$ cat config.mk
export PLATFORM = sky130hd
export DESIGN_NAME = button_event_gen
export DESIGN_NICKNAME = d
export VERILOG_FILES = /design/src/rtl/clock_pkg.sv /design/src/rtl/btn_sync_debounce.sv /design/src/rtl/button_event_gen.sv
export SDC_FILE = /design/constraint.sdc
export NUM_CORES = 1
export LEC_CHECK = 0
export CORE_MARGIN = 1
export CORE_UTILIZATION = 56
export DETAILED_ROUTE_END_ITERATION = 10
export HOLD_SLACK_MARGIN = 0.03
export PLACE_DENSITY = 0.81
export SLEW_MARGIN = 10
export SYNTH_ARGS = -nofsm -noshare
export SYNTH_HDL_FRONTEND = slang
export SYNTH_SLANG_ARGS = --single-unit
$ cat constraint.sdc
create_clock -name clk -period 2.4 [get_ports clk]
set_input_delay 0.36 -clock clk [delete_from_list [all_inputs] [get_ports clk]]
set_output_delay 0.36 -clock clk [all_outputs]
set_load 0.02 [all_outputs]
$ cat src/rtl/clock_pkg.sv
// Shared types and board timing constants for the digital clock's button path.
// All cycle counts assume the DE10-Lite 50 MHz oscillator.
package clock_pkg;

    typedef enum logic [1:0] {
        IDLE  = 2'd0,
        SHORT = 2'd1,
        HELD  = 2'd2
    } press_state_t;

    localparam int CLK_HZ = 50_000_000;

    function automatic int ms_to_cycles(input int ms);
        return (CLK_HZ / 1000) * ms;
    endfunction

    localparam int DEBOUNCE_20MS = ms_to_cycles(20);
    localparam int LONG_0P5S     = ms_to_cycles(500);
    localparam int REPEAT_0P2S   = ms_to_cycles(200);

endpackage

$ cat src/rtl/btn_sync_debounce.sv
// Two-flop synchroniser, polarity normalisation and stability counter that
// turns a bouncing KEY pin into a clean registered `pressed` level.
module btn_sync_debounce
    import clock_pkg::*;
#(
    parameter int DEBOUNCE_CYCLES = DEBOUNCE_20MS,
    parameter int CNT_W           = 26,
    parameter bit ACTIVE_LOW      = 1'b1
) (
    input  logic clk,
    input  logic reset_n,
    input  logic button_raw,
    output logic pressed
);

    localparam logic [CNT_W-1:0] DB_LAST = CNT_W'(DEBOUNCE_CYCLES - 1);

    logic             btn;
    logic             sync_1;
    logic             sync_2;
    logic [CNT_W-1:0] cnt_db;

    // After this xor a 1 always means "pressed", whatever the board wiring.
    assign btn = button_raw ^ ACTIVE_LOW;

    always_ff @(posedge clk or negedge reset_n) begin
        if (!reset_n) begin
            sync_1 <= 1'b0;
            sync_2 <= 1'b0;
        end else begin
            sync_1 <= btn;
            sync_2 <= sync_1;
        end
    end

    // Any cycle that agrees with the accepted level restarts the stability run.
    always_ff @(posedge clk or negedge reset_n) begin
        if (!reset_n) begin
            pressed <= 1'b0;
            cnt_db  <= '0;
        end else if (sync_2 == pressed) begin
            cnt_db <= '0;
        end else if (cnt_db == DB_LAST) begin
            pressed <= ~pressed;
            cnt_db  <= '0;
        end else begin
            cnt_db <= cnt_db + CNT_W'(1);
        end
    end

endmodule

$ cat src/rtl/button_event_gen.sv
// Turns one debounced push-button into single-cycle short, long and
// auto-repeat events for the clock's time-setting logic.
module button_event_gen
    import clock_pkg::*;
#(
    parameter int DEBOUNCE_CYCLES = DEBOUNCE_20MS,
    parameter int LONG_CYCLES     = LONG_0P5S,
    parameter int REPEAT_CYCLES   = REPEAT_0P2S,
    parameter int CNT_W           = 26,
    parameter bit ACTIVE_LOW      = 1'b1
) (
    input  logic clk,
    input  logic reset_n,
    input  logic button_raw,
    output logic pressed,
    output logic short_pulse,
    output logic long_pulse,
    output logic repeat_pulse
);

    // cnt_hold is cleared on the edge that enters SHORT, so firing on the edge
    // where it would step to LONG_CYCLES-1 puts long_pulse exactly
    // LONG_CYCLES cycles after pressed rose.
    localparam logic [CNT_W-1:0] HOLD_FIRE = CNT_W'(LONG_CYCLES - 2);
    localparam logic [CNT_W-1:0] REP_LAST  = CNT_W'(REPEAT_CYCLES - 1);

    press_state_t     state;
    logic             pressed_q;
    logic [CNT_W-1:0] cnt_hold;
    logic [CNT_W-1:0] cnt_rep;

    btn_sync_debounce #(
        .DEBOUNCE_CYCLES (DEBOUNCE_CYCLES),
        .CNT_W           (CNT_W),
        .ACTIVE_LOW      (ACTIVE_LOW)
    ) u_debounce (
        .clk        (clk),
        .reset_n    (reset_n),
        .button_raw (button_raw),
        .pressed    (pressed)
    );

    always_ff @(posedge clk or negedge reset_n) begin
        if (!reset_n) begin
            state        <= IDLE;
            pressed_q    <= 1'b0;
            cnt_hold     <= '0;
            cnt_rep      <= '0;
            short_pulse  <= 1'b0;
            long_pulse   <= 1'b0;
            repeat_pulse <= 1'b0;
        end else begin
            pressed_q    <= pressed;
            short_pulse  <= 1'b0;
            long_pulse   <= 1'b0;
            repeat_pulse <= 1'b0;
            case (state)
                IDLE: begin
                    if (pressed && !pressed_q) begin
                        state    <= SHORT;
                        cnt_hold <= '0;
                    end
                end
                SHORT: begin
                    // Release is checked first so it wins over a coincident long threshold.
                    if (!pressed) begin
                        short_pulse <= 1'b1;
                        state       <= IDLE;
                        cnt_hold    <= '0;
                    end else if (cnt_hold == HOLD_FIRE) begin
                        long_pulse <= 1'b1;
                        state      <= HELD;
                        cnt_hold   <= '0;
                        cnt_rep    <= '0;
                    end else begin
                        cnt_hold <= cnt_hold + CNT_W'(1);
                    end
                end
                HELD: begin
                    if (!pressed) begin
                        state   <= IDLE;
                        cnt_rep <= '0;
                    end else if (cnt_rep == REP_LAST) begin
                        repeat_pulse <= 1'b1;
                        cnt_rep      <= '0;
                    end else begin
                        cnt_rep <= cnt_rep + CNT_W'(1);
                    end
                end
                default: begin
                    state    <= IDLE;
                    cnt_hold <= '0;
                    cnt_rep  <= '0;
                end
            endcase
        end
    end

endmodule

# Word level (Yosys, flattened, before mapping)
# Index checks and enable logic that the tools add are counted.
[classes]
n_bitwise = 5
eq_ne = 11
n_addsub = 3
n_reduce_logical = 7
muxes = 24
[ops]
columns = ["cell", "n"]
rows = [
  ["26-bit 2-to-1 mux", 9],
  ["26-bit case mux with 3 select lines", 2],
  ["26-bit by 1-bit adder with 26-bit output, second input constant", 3],
  ["26-bit by 20-bit == test with 1-bit output, second input constant", 1],
  ["26-bit by 24-bit == test with 1-bit output, second input constant", 1],
  ["26-bit by 25-bit == test with 1-bit output, second input constant", 1],
  ["1-bit 2-to-1 mux", 8],
  ["2-bit 2-to-1 mux", 4],
  ["2-bit inequality test, second input constant", 3],
  ["2-bit case mux with 3 select lines", 1],
  ["3-bit AND reduction", 2],
  ["1-bit inverter", 5],
  ["2-bit AND reduction", 2],
  ["3-bit inequality test, second input constant", 1],
  ["2-bit by 1-bit == test with 1-bit output, second input constant", 1],
  ["2-bit == test, second input constant", 1],
  ["2-bit logical NOT", 1],
  ["2-bit by 1-bit inequality test with 1-bit output, second input constant", 1],
  ["1-bit == test", 1],
  ["1-bit logical AND", 1],
  ["1-bit logical NOT", 1],
]
[totals]
in_bits = 3
word_cells = 61
output_inout_bits = 4
ff_bits = 87

# Depth between registers and ports, before layout
# Gate-level depths: netlist of run 1.
[logic_depth]
ltp_word = 4
depth_mapped = 9

# Cells and area by module
# Synthesis of run 1 repeated with hierarchy kept, for this count alone.
[hier_totals]
hier_cells = 502
hier_area_um2 = 4677.0
[modules_own_cells]
columns = ["mod", "seq_area_each_um2", "area_each_um2", "cells_per_inst", "instances"]
rows = [
  ["button_event_gen", 1451.4, 3130.5, 343, 1],
  ["btn_sync_debounce", 725.7, 1546.5, 159, 1],
]

# Worst setup path before layout of run 1
# Ideal clock, no wire load.
[synth_timing]
kind = "register -> register"
start = "register cnt_hold[0]"
end = "register cnt_rep[12]"
stages_incl_launch_ff = 9
setup_ps = 78
path_slack_ps = 141
arrival_time_ps = 2181
cell_sequence = "dfrtp_1 > inv_1 > ha_1 > or4bb_1 > nor4_2 > a21oi_1 > buf_6 > or4_1 > a21oi_1"
[synth_between]
elab_chain_cells = 3
[synth_lines]
columns = ["item", "line_no", "rtl"]
rows = [
  ["start, declared", "button_event_gen.sv:29", "logic [CNT_W-1:0] cnt_hold;"],
  ["start signal, assigned", "button_event_gen.sv:76", "cnt_hold <= cnt_hold + CNT_W'(1);"],
  ["26-bit by 25-bit == test with 1-bit output", "button_event_gen.sv:70", "end else if (cnt_hold == HOLD_FIRE) begin"],
  ["2-bit inequality test (no source line)", "-", ""],
  ["3-bit AND reduction (no source line)", "-", ""],
  ["end signal, assigned", "button_event_gen.sv:87", "cnt_rep <= cnt_rep + CNT_W'(1);"],
  ["end, declared", "button_event_gen.sv:30", "logic [CNT_W-1:0] cnt_rep;"],
]
# Every way passes these cells.
# A chain may end at the register's enable or synchronous reset.

# Worst setup path after layout of run 1
[layout_timing]
start = "register cnt_hold[0]"
end = "register cnt_rep[14]"
# Same word-level chain as after synthesis.

==> impl.org, run 1 <==
** Status
- Outcome :: finished clean

** Placed design
- Before CTS, the worst setup slack after placement is -0.0410 ns.
- In this run the tool buffered the top-level ports with 6 buffer cells.
- RePlAce Congestion :: 0.805
- The wire-length estimate of the detail-placed layout is 6.33 mm.

** Synthesis
- Ys Warns :: 0
- Counting every net in the synthesized netlist gives 493.
- Synthesis inferred 87 register bits.
- Summing the sequential cell areas from Yosys gives 48.4% of the chip area.
- In the synthesized netlist the dominant register cell turns out to be dfrtp_1.
- After synthesis, the mean cell area works out to 9.25 µm².
- Post-synthesis cell count :: 486
- Counting instances in the post-synthesis netlist gives the leading cell types as 87 x dfrtp_1, 63 x nor2_1, 39 x xnor2_1.
- Cell type with the highest aggregate area in the netlist :: dfrtp_1
- Async set or reset register ratio after synthesis :: 100%
- The netlist uses 38 different library cells.
- Yosys mapped a number of flops with a built-in enable equal to 0.
- Most common cell in the synthesized netlist :: dfrtp_1
- In this run the biggest area consumer among cell types represents 48.4% of the synthesized area.
- Ranked by total cell area, the synthesized netlist is headed by dfrtp_1 48%, xnor2_1 7.6%, nor2_1 5.3%.
- After synthesis the cells add up to 0.00450 mm².

** GRT
- Global routing usage summed across all routing layers :: 24.1%
- The number of global-route vias before repair was 3454.
- Entering global routing, the biggest net connects 37 pins.
- First-pass GRT wire length :: 16.0 mm
- The number of antenna violations at the first check in global routing was 0.
- The total overflow left after global routing is 0.

** Layout
- Number of fill cells in the layout :: 582
- Final net count :: 520
- Proportion of layout cells with a drive suffix above 1 :: 13.2%
- Utilization after layout :: 67.1%
- Synthesis-to-finish area growth :: 15.3%
- N_diodes :: 0

** STA
- Top achievable clock speed :: 422 MHz
- For the pin with the worst max-slew slack, the measured transition is 0.693 ns.
- Setup repair after global routing missed its margin :: true
- Hold is met by 0.362 ns.
- Clock skew after layout :: 0.00763 ns
- The number of max-slew violations in the final report came to 0.
- Slew Limit Headroom :: 53.7%
- Setup TNS Final :: 0 ns
- Setup slack on the critical path of the routed design comes to 0.0289 ns.
- Final count of hold timing violations :: 0
- The worst path needs 2.37 ns of the cycle, external delays included.
- Count of final setup violators :: 0
- Ratio of final minimum period to clock period :: 98.8%

** Die
- Number of placement rows :: 32
- The core region is 0.00773 mm².
- DIE WIDTH :: 91.6 µm
- The die covers 0.00839 mm².
- Vertical die dimension :: 91.6 µm
- Initial cell density of the core :: 58.2%
- 7 I/O pins were placed.

** CTS
- Clock-pin slew was measured on the worst setup and hold paths at 0.08 ns.
- Clock sink count :: 87
- The clock tree synthesis step divided the H-tree into 3 levels.
- Largest buffer count on any clock path :: 2
- In this run, CTS created clock tree buffers numbering 9.
- Clock insertion delay at the later pin of the skew report :: 0.36 ns
- TritonCTS clock tree :: built
- In this run the clock root is driven by a clkbuf_8.

** Routing
- Total iterations of the first detailed-routing run :: 7
- Vias/cell :: 6.14
- After detailed routing, the number of remaining DRC violations is 0.
- The routed layout has 3800 vias.
- In this run the remaining antenna-violating nets after routing total 0.
- Count of routing violations after the opening detailed-route iteration :: 282
- Final WL :: 9.63 mm
- Wire length per cell :: 15.6 µm

** Power
- In this run the power density over the cells is 506 mW/mm².
- Highest ir drop seen on vdd :: 0.000324 V
- Summed over all cells, the static leakage comes to 2.05 nW.

** Critical path
- Reg2Reg Launch Point :: cnt_hold[0]
- The critical path is of the reg -> reg type.
- STA classifies the critical path startpoint as a register.
- Traced cell by cell, the critical path runs through inv_1, ha_1, or4bb_4, nor4_4, buf_6, a21oi_4, buf_6, o31ai_1, a21oi_2.
- The worst register-to-register path has a depth of 9.
- Worst setup startpoint :: cnt_hold[0]
- STA puts the critical path data required time at 2.64 ns.
- The setup check on the worst reg-to-reg path leaves a slack of 0.03 ns.
- By instance count, the cell type seen most on the critical path is buf_6.
- Arrival time of data at the critical path endpoint :: 2.61 ns
- In this run the critical register-to-register path is captured at cnt_rep[14].
- STA classifies the critical path endpoint as a register.
- Critical Path Sink :: cnt_rep[14]
- Of all nets on the critical path, the largest fanout is 8.
- Master of the slowest instance on the critical path :: or4bb_4
- Largest incremental delay on the critical path :: 0.47 ns

** Run
- Max-cap violation count :: 0

** Min path
- Hold Path Class :: reg -> reg
==> cells by family (layout without fill, tap and decap cells) <==
kind of cell	count (synthesis)	in the layout	share of synthesized area [%]
AO/OA/AOI/OAI	67	69	8.57
XOR/XNOR	47	47	9.16
adder cells (fa/ha/maj)	4	4	1.11
buffers and inverters	34	63	3.20
flip-flops	87	87	48.4
AND/OR/NAND/NOR	247	247	29.5
==> worst max-delay path, delay by kind of cell, from the launching register on <==
| kind | cells | cell delay, ns |
|---|---|---|
| buffers and inverters | 3 | 0.42 |
| DFF | 1 | 0.38 |
| AOI/OAI and AO/OA | 3 | 0.57 |
| adders and majority gates | 1 | 0.13 |
| and+or+nand+nor | 2 | 0.75 |
==> registers in the layout, summed over array words and instances, names as in the netlist <==
signal	flops
long_pulse	1
cnt_rep	26
pressed_q	1
state	2
u_debounce.pressed	1
repeat_pulse	1
u_debounce.sync_1	1
cnt_hold	26
u_debounce.cnt_db	26
u_debounce.sync_2	1
short_pulse	1
==> how the worst min path moves through the flow <==
stage                                   end  cells after the start              start  slack [ns]
final                     u_debounce.sync_2                      0  u_debounce.sync_1        0.36
after global routing      u_debounce.sync_2                      0  u_debounce.sync_1        0.38
after global placement          cnt_rep[19]                      1            reset_n        0.30
after detailed placement        cnt_rep[19]                      1            reset_n        0.31
after CTS                 u_debounce.sync_2                      0  u_debounce.sync_1        0.36
after floorplan                 cnt_hold[0]                      0            reset_n        0.06
==> cell usage in the layout, fill, tap and decap left out, types with 13 or more instances in the layout <==
cell / count
nor4_1: 18
o21ai_0: 24
inv_1: 16
nand4_1: 25
nand3_1: 23
nor2_1: 63
nand2_1: 37
clkbuf_8: 13
nor3_1: 17
xnor2_1: 39
a21oi_1: 16
buf_4: 19
dfrtp_1: 87
==> metal layers <==
layer,track usage (%),wire length (µm),up-vias
li1,-,-,1801
met1,32.2,4390,1861
met2,37.7,4580,117
met3,4.36,472,21
met4,12.2,193,0
met5,0,0,-
==> cell type report <==
class / count / area (µm²) / share of cell area, %
clock buffer: 13 / 179 / 3.45
timing repair buffer: 32 / 299 / 5.77
clock inverter: 2 / 37.5 / 0.724
sequential: 87 / 2180 / 42.0
tap: 102 / 128 / 2.46
multi-input combinational: 367 / 2300 / 44.4
inverter: 16 / 60.1 / 1.16
==> where the power goes <==
group          total [mW]  switching [mW]  internal [mW]  leakage (nW)
Clock                1.10           0.506          0.590         0.108
Combinational      0.0518          0.0387         0.0131         0.737
Sequential           1.48         0.00537           1.47          1.21
==> through the flow <==
stage	instance area, µm²	total power, mW	std cells
6_report	5180	2.62	619
5_1_grt	5180	2.71	619
4_1_cts	5030	2.64	614
3_5_place_dp	4790	1.56	598
3_3_place_gp	4790	1.56	598
2_1_floorplan	4500	1.52	486
==> what timing repair did <==
action	in CTS	in global routing
gates cloned	0	2
hold buffers	1	0
setup endpoints to repair	17	18
gates resized for setup	2	25
hold endpoints to repair	26	0
buffers inserted	0	3
pin swaps	1	17
(Power assumes the default switching activity.)
==> inputs of run 2 (changes only) <==
ABC_AREA = 1   (was unset)
CORE_UTILIZATION = 68   (was 56)
PLACE_DENSITY = 0.91   (was 0.81)
SLEW_MARGIN = unset   (was 10)
clock period = 2.81 ns   (was 2.4 ns; I/O delays follow)
==> run 2 against run 1 <==
Effect of this change: final cell count up 39%; critical path type is now reg -> out; highest routed layer unchanged; sequential power fell by 15%; critical path depth down 8.
==> impl.org, run 2 <==
** Status
- The run finished with clean final reports.

** Synthesis
- Syn nets :: 756
- Most common cell in the synthesized netlist :: nand2_1
- The synthesized netlist occupies a cell area of 0.00538 mm².
- The commonest cells after synthesis are 171 x nand2_1, 136 x nor2_1, 92 x inv_1.
- Of the synthesized area, sequential elements account for 40.5%.
- Mean Syn Cell Area :: 7.18 µm²
- Number of register bits inferred by synthesis :: 87
- Counting distinct cell types in the post-synthesis netlist gives 39.
- After synthesis, the largest family of logic cells by area is simple AND/OR/NAND/NOR gates.
- Async set or reset register ratio after synthesis :: 100%
- After technology mapping, the gate count stands at 749.
- Post-Synth Simple-Gate Area :: 41.5%
- Summing the areas of all compound-gate instances in the mapped netlist gives 4.54% of the synthesized area.
- Number of flops mapped to enable cells by yosys :: 0
- Parity-gate share of the synthesized area counting xor and xnor cells :: 4.07%
- Of the post-synthesis cell area, the part taken by muxes is 0%.
- The synthesized design spends more area on one cell type than any other, namely dfrtp_1.
- In this run the biggest area consumer among cell types represents 40.5% of the synthesized area.
- The synthesized netlist devotes 0.930% of its cell area to adder and majority cells.
- Most used flip-flop cell after synthesis :: dfrtp_1
- After synthesis, the cell types taking the most area are dfrtp_1 40%, nand2_1 12%, nor2_1 9.5%.
- For this run, the number of Yosys warnings is 0.

** CTS
- Setup Fix Bufs, Post-CTS :: 0
- Counting along the longest clock path gives a buffer depth of 2.
- TritonCTS clock tree :: built
- Number of gates resized after cts :: 0
- CTS Root Cell :: clkbuf_8
- Depth of the CTS H-tree :: 3
- Hold Buf Count CTS :: 0
- Clock-pin slew on the worst setup and hold paths :: 0.09 ns
- Clock insertion delay at the later pin of the skew report :: 0.36 ns
- The number of clock buffers added by TritonCTS is 9.
- The tree built by TritonCTS fans out to 87 sinks.

** Critical path
- Reg-to-Reg End :: u_debounce.cnt_db[17]
- Largest incremental delay on the critical path :: 0.71 ns
- For the worst setup path, the data required time is 2.39 ns.
- Master of the slowest instance on the critical path :: dfrtp_1
- Critical path launch point type :: register
- Count of cells along the worst register-to-register path :: 8
- Kind of cell adding the most delay to the critical path :: flip-flops
- Reg2Reg Launch Point :: u_debounce.cnt_db[0]
- By startpoint and endpoint, the worst setup path is classified as reg -> out.
- Worst-path maximum fanout :: 15
- The worst setup path is captured at an output port.
- Total number of cells along the worst setup path :: 1
- Worst setup slack for register-to-register paths :: 0.75 ns
- Number of buffer and inverter stages on the critical path :: 1
- The signal on the critical path passes through clkdlybuf4s50_1.
- Data on the critical path arrives at its endpoint at 1.79 ns.

** Layout
- Leaving out filler cells and counting taps, the final layout contains 862.
- Relative to the synthesized area, the layout overhead comes to 6.23%.
- Most common library cell in the layout ignoring fill and taps :: nand2_1
- N_diodes :: 0
- Registers with the highest flip-flop counts :: cnt_hold: 26 flops, cnt_rep: 26 flops, u_debounce.cnt_db: 26 flops
- In the final design database the tool counted 762 nets.
- Proportion of layout cells with a drive suffix above 1 :: 9.08%
- In the layout the commonest cells are 171 x nand2_1, 136 x nor2_1, 92 x inv_1.

** Routing
- Count of unresolved DRC violations after routing :: 0
- The detail route stage leaves a number of antenna-violating nets equal to 0.
- The first TritonRoute pass finished after 6 iterations.
- Wire length per cell :: 15.0 µm
- The routed design has 12.9 mm of wire.
- Count of routing violations after the opening detailed-route iteration :: 496
- The routed layout has 5086 vias.
- Dividing the detail-routed via count by the number of cells gives 5.90.

** Min path
- Hold Path Class :: in -> async

** GRT
- The number of global-route vias before repair came to 4712.
- For met3 alone, demand over resource in global routing was 6.37%.
- Grt met2 use :: 52.5%
- Global routing usage summed across all routing layers :: 33.4%
- The number of antenna violations at the first check in global routing is 0.
- For this run, global-route usage on met1 was measured as 46.1%.
- Maximum number of pins on one net before global-route repair :: 53
- Layer with the highest usage after global routing :: met2
- Summed over all layers, the global routing overflow is 0.
- First-pass GRT wire length :: 21.8 mm

** Placed design
- Routability-driven placement finished with a final weighted congestion of 0.987.
- Count of input and output buffers :: 6
- Counting tap cells, the placed design contains a total of 846 instances.
- DP Wirelength :: 9.41 mm

** STA
- Clock skew after layout :: 0.0136 ns
- Setup repair after global routing left no endpoint under its margin.
- Slew Limit Headroom :: 55.9%
- Count of final setup violators :: 0
- The count of final hold-check violations is 0.
- Of the available clock period, the critical path in the final layout requires 78.6%.
- Top achievable clock speed :: 453 MHz
- Hold is met by 0.0729 ns.
- Setup total negative slack on the finished layout was measured at 0 ns.
- Slew of the pin with the lowest slew margin :: 0.662 ns
- The number of max-slew violations in the final report is 0.
- Final min period :: 2.21 ns

** Power
- For this design the ratio of total power to cell area is 399 mW/mm².
- For this design the static power due to leakage is 2.55 nW.
- The worst-case IR drop observed on VDD is 0.000317 V.

** Die
- In this run the core area contains 32 standard-cell rows.
- DIE WIDTH :: 90.9 µm
- Initial cell density of the core :: 70.0%
- The floorplan step defined a die boundary enclosing 0.00827 mm².
- Core area :: 0.00769 mm²
- For this design the top-level I/O count stands at 7.
- From bottom edge to top edge, the die measures 90.9 µm.

** Run
- Max-cap violation count :: 0
-- run 2: logic make-up (layout without fill, tap and decap cells) --
group / count (synthesis) / count (layout)
and+or+nand+nor: 483 / 483
buffers and inverters: 110 / 121
DFF: 87 / 87
AOI/OAI and AO/OA: 40 / 40
xor gates and xnor gates: 25 / 25
adders and majority gates: 4 / 4
-- run 2: per-layer routing --
| layer | up-vias | wire length [µm] |
|---|---|---|
| met3 | 38 | 1090 |
| met5 | - | 0 |
| met4 | 0 | 309 |
| li1 | 2420 | - |
| met1 | 2380 | 5560 |
| met2 | 248 | 5990 |
-- run 2: where the power goes --
part / leakage [nW] / internal [mW] / switching, mW
sequential: 1.21 / 1.26 / 0.00456
clock: 0.114 / 0.504 / 0.474
combinational: 1.23 / 0.00836 / 0.0348
total: 2.55 / 1.77 / 0.513
-- run 2: area by class of cell --
class / instances / area [µm²]
clock inverters: 7 / 96.3
well taps: 102 / 128
inverters: 96 / 363
multi-input cells: 552 / 2750
repair buffers: 9 / 80.1
flip-flops and latches: 87 / 2180
clock buffers: 9 / 124
fillers: 606 / 1970
-- run 2: how the worst max path moves through the flow --
| stage | start | to |
|---|---|---|
| 3_5_place_dp | cnt_hold[0] | cnt_rep[9] |
| 4_1_cts | u_debounce.pressed | pressed |
| 6_report | u_debounce.pressed | pressed |
| 5_1_grt | u_debounce.pressed | pressed |
| 3_3_place_gp | cnt_hold[0] | cnt_rep[9] |
| 2_1_floorplan | u_debounce.pressed | cnt_hold[16] |
-- run 2: through the flow --
stage,power [mW],cell area [µm²],util (%),worst slack [ns]
finish,2.28,5710,74.3,0.603
global route,2.36,5710,74.3,0.579
CTS,2.28,5710,74.3,0.647
detailed placement,1.33,5490,71.5,0.789
global placement,1.33,5490,71.5,0.902
floorplan,1.30,5380,-,1.23
==> inputs of run 3 (changes only) <==
CORE_UTILIZATION = 57   (was 68)
PLACE_DENSITY = 0.82   (was 0.91)
clock period = 2 ns   (was 2.81 ns; I/O delays follow)
==> run 3 against run 2 <==
Effect of this change: global-route usage is 5.6 points lower; worst hold slack improved by 0.28 ns; sequential power rose by 40%; die area up 19%; critical endpoint is now cnt_rep[9]; largest power group unchanged; highest routed layer unchanged.
==> impl.org, run 3 (same netlist as run 2, synthesis figures left out) <==
** STA
- Final min period :: 1.83 ns
- Setup repair after global routing left no endpoint under its margin.
- Ratio of final minimum period to clock period :: 91.6%
- Max-slew violation total from the final report :: 0
- Measured against its own limit, the worst slew margin works out to 62.3%.
- Static timing analysis puts the maximum clock frequency at 546 MHz.
- The count of final hold-check violations is 0.
- Worst hold slack across all endpoints :: 0.355 ns
- On the final layout, the worst clock skew is 0.00862 ns.
- Summed over all failing endpoints, the final setup total negative slack is 0 ns.
- At the pin with the least slew margin, the transition time is 0.561 ns.
- Setup violations remaining at the end of the flow were counted as 0.

** Critical path
- The critical path in this run is classified as reg -> reg.
- The worst register-to-register path begins at cnt_rep[1].
- The critical path goes through ha_1, nand2_1, nor2_1, nand2_1, nor2_1, nand2_1, nand2_1, nand2_1, nand2_1, nor2_2.
- The most critical setup path has its endpoint at cnt_rep[9].
- Worst-path maximum fanout :: 6
- Master of the slowest instance on the critical path :: dfrtp_1
- Counting buffers and inverters, the worst setup path is 10 cells deep.
- The number of cells on the worst reg-to-reg path is 10.
- STA classifies the critical path endpoint as a register.
- Reg-to-Reg End :: cnt_rep[9]
- In this design, the largest share of critical-path delay is due to simple AND/OR/NAND/NOR gates.
- The critical path starts at cnt_rep[1].
- Critical path launch point type :: register
- In this design, the critical path's most frequently occurring cell is nand2_1.
- Arrival time of data at the critical path endpoint :: 2.09 ns
- Number of buffer and inverter stages on the critical path :: 0
- Worst setup slack for register-to-register paths :: 0.17 ns
- Largest incremental delay on the critical path :: 0.42 ns
- Data on the critical path is required at its endpoint by 2.26 ns.

** Placed design
- Routability-driven placement finished with a final weighted congestion of 0.990.
- Port buffering added 6 buffers.
- DP Wirelength :: 9.71 mm

** Layout
- In the final layout, the multi-input gates occupy 0.00278 mm².
- Utilization after layout :: 63.7%
- After the last flow step, the layout net total stands at 774.
- Highest-count cells in the layout ignoring fill and taps :: 170 x nand2_1, 135 x nor2_1, 92 x inv_1
- Seq. cell area :: 0.00218 mm²
- The number of antenna diodes in the final layout is 0.
- Registers with the highest flip-flop counts :: cnt_hold: 26 flops, cnt_rep: 26 flops, u_debounce.cnt_db: 26 flops
- Most common library cell in the layout ignoring fill and taps :: nand2_1
- Proportion of layout cells with a drive suffix above 1 :: 10.5%
- Number of fill cells in the layout :: 819
- Compared with the post-synthesis result, the final layout area differs by 8.84%.

** Routing
- Final WL :: 12.7 mm
- Wire length per cell :: 14.4 µm
- Vias/cell :: 5.52
- Once detail routing completed, the nets flagged for antenna violations numbered 0.
- Count of routing violations after the opening detailed-route iteration :: 313
- Count of unresolved DRC violations after routing :: 0
- The routed layout has 4878 vias.
- For this run, the detailed router's first-pass iteration total came to 6.

** CTS
- CTS saw 87 sinks.
- TritonCTS clock tree :: built
- The tree is rooted in a clkbuf_8.
- Depth of the CTS H-tree :: 3
- Number of clock buffers inserted by TritonCTS :: 9
- At the later pin of the worst-skew pair, clock insertion delay measures 0.37 ns.
- After clock tree synthesis, the setup repair step added 0 buffers.
- Largest buffer count on any clock path :: 2
- After clock tree synthesis, the clock-pin slew on the worst setup and hold paths is 0.08 ns.

** Run
- Max-cap violation count :: 0

** Power
- The worst-case IR drop observed on VDD is 0.000368 V.
- Cell Pwr Density :: 546 mW/mm²
- Leak Pwr :: 2.62 nW
- The design draws 3.20 mW.

** GRT
- The number of global-route vias before repair came to 4739.
- Across every metal layer, demand over resource in global routing totals 27.8%.
- Maximum number of pins on one net before global-route repair :: 38
- Initial antenna violation count :: 0
- The first global-routing pass estimated 21.5 mm of wire.
- Overflow after GRT :: 0

** Die
- Core area :: 0.00920 mm²
- Die Outline Area :: 0.00983 mm²
- The floorplan step set the die height to 99.1 µm.
- The die is 99.1 µm wide.
- During I/O placement, the number of pins put on the boundary was 7.
- Row generation in the floorplan step produced 35 rows.
- Initial cell density of the core :: 58.5%

** Status
- The run finished with clean final reports.

** Min path
- Hold Path Class :: reg -> reg
-- run 3: routing by layer --
metal	track usage, %	vias to the layer above	share of wire (%)
li1	-	2437	-
met1	37.0	2320	46
met2	46.1	99	48
met3	4.64	22	4.2
met4	10.1	0	2.1
met5	0	-	0
-- run 3: worst min path at each step --
stage	startpoint	end	slack, ns	depth (start not counted)
after floorplan	reset_n	cnt_hold[0]	0.004	0
after global routing	u_debounce.sync_1	u_debounce.sync_2	0.36	0
after CTS	u_debounce.sync_1	u_debounce.sync_2	0.36	0
after detailed placement	reset_n	cnt_hold[19]	0.31	1
final	u_debounce.sync_1	u_debounce.sync_2	0.36	0
after global placement	reset_n	cnt_hold[18]	0.30	1
-- run 3: layout make-up --
| cell class | instances | share of cell area (%) |
|---|---|---|
| sequential | 87 | 37.2 |
| clock buffer | 11 | 2.24 |
| inverter | 96 | 6.20 |
| tap | 111 | 2.37 |
| timing repair buffer | 21 | 3.21 |
| clock inverter | 5 | 1.39 |
| multi-input combinational | 552 | 47.4 |
-- run 3: stage by stage --
| step | instances | area [µm²] | setup WS (ns) |
|---|---|---|---|
| after floorplan | 749 | 5380 | 0.421 |
| after global placement | 866 | 5600 | 0.212 |
| after detailed placement | 866 | 5600 | 0.144 |
| after CTS | 883 | 5820 | 0.0537 |
| after global routing | 883 | 5850 | 0.00408 |
| final | 883 | 5850 | 0.168 |
-- run 3: where the power goes --
group          switching [mW]  total, mW  leakage, nW  internal (mW)
Combinational          0.0525     0.0725         1.31         0.0199
Clock                   0.649       1.36        0.104          0.707
Sequential            0.00657       1.77         1.21           1.76
-- run 3: repair_timing --
item / 4_1_cts / 5_1_grt
gates resized for setup: 0 / 7
hold endpoints to repair: 34 / 0
endpoints found under the setup margin: 0 / 19
hold buffers: 1 / 0
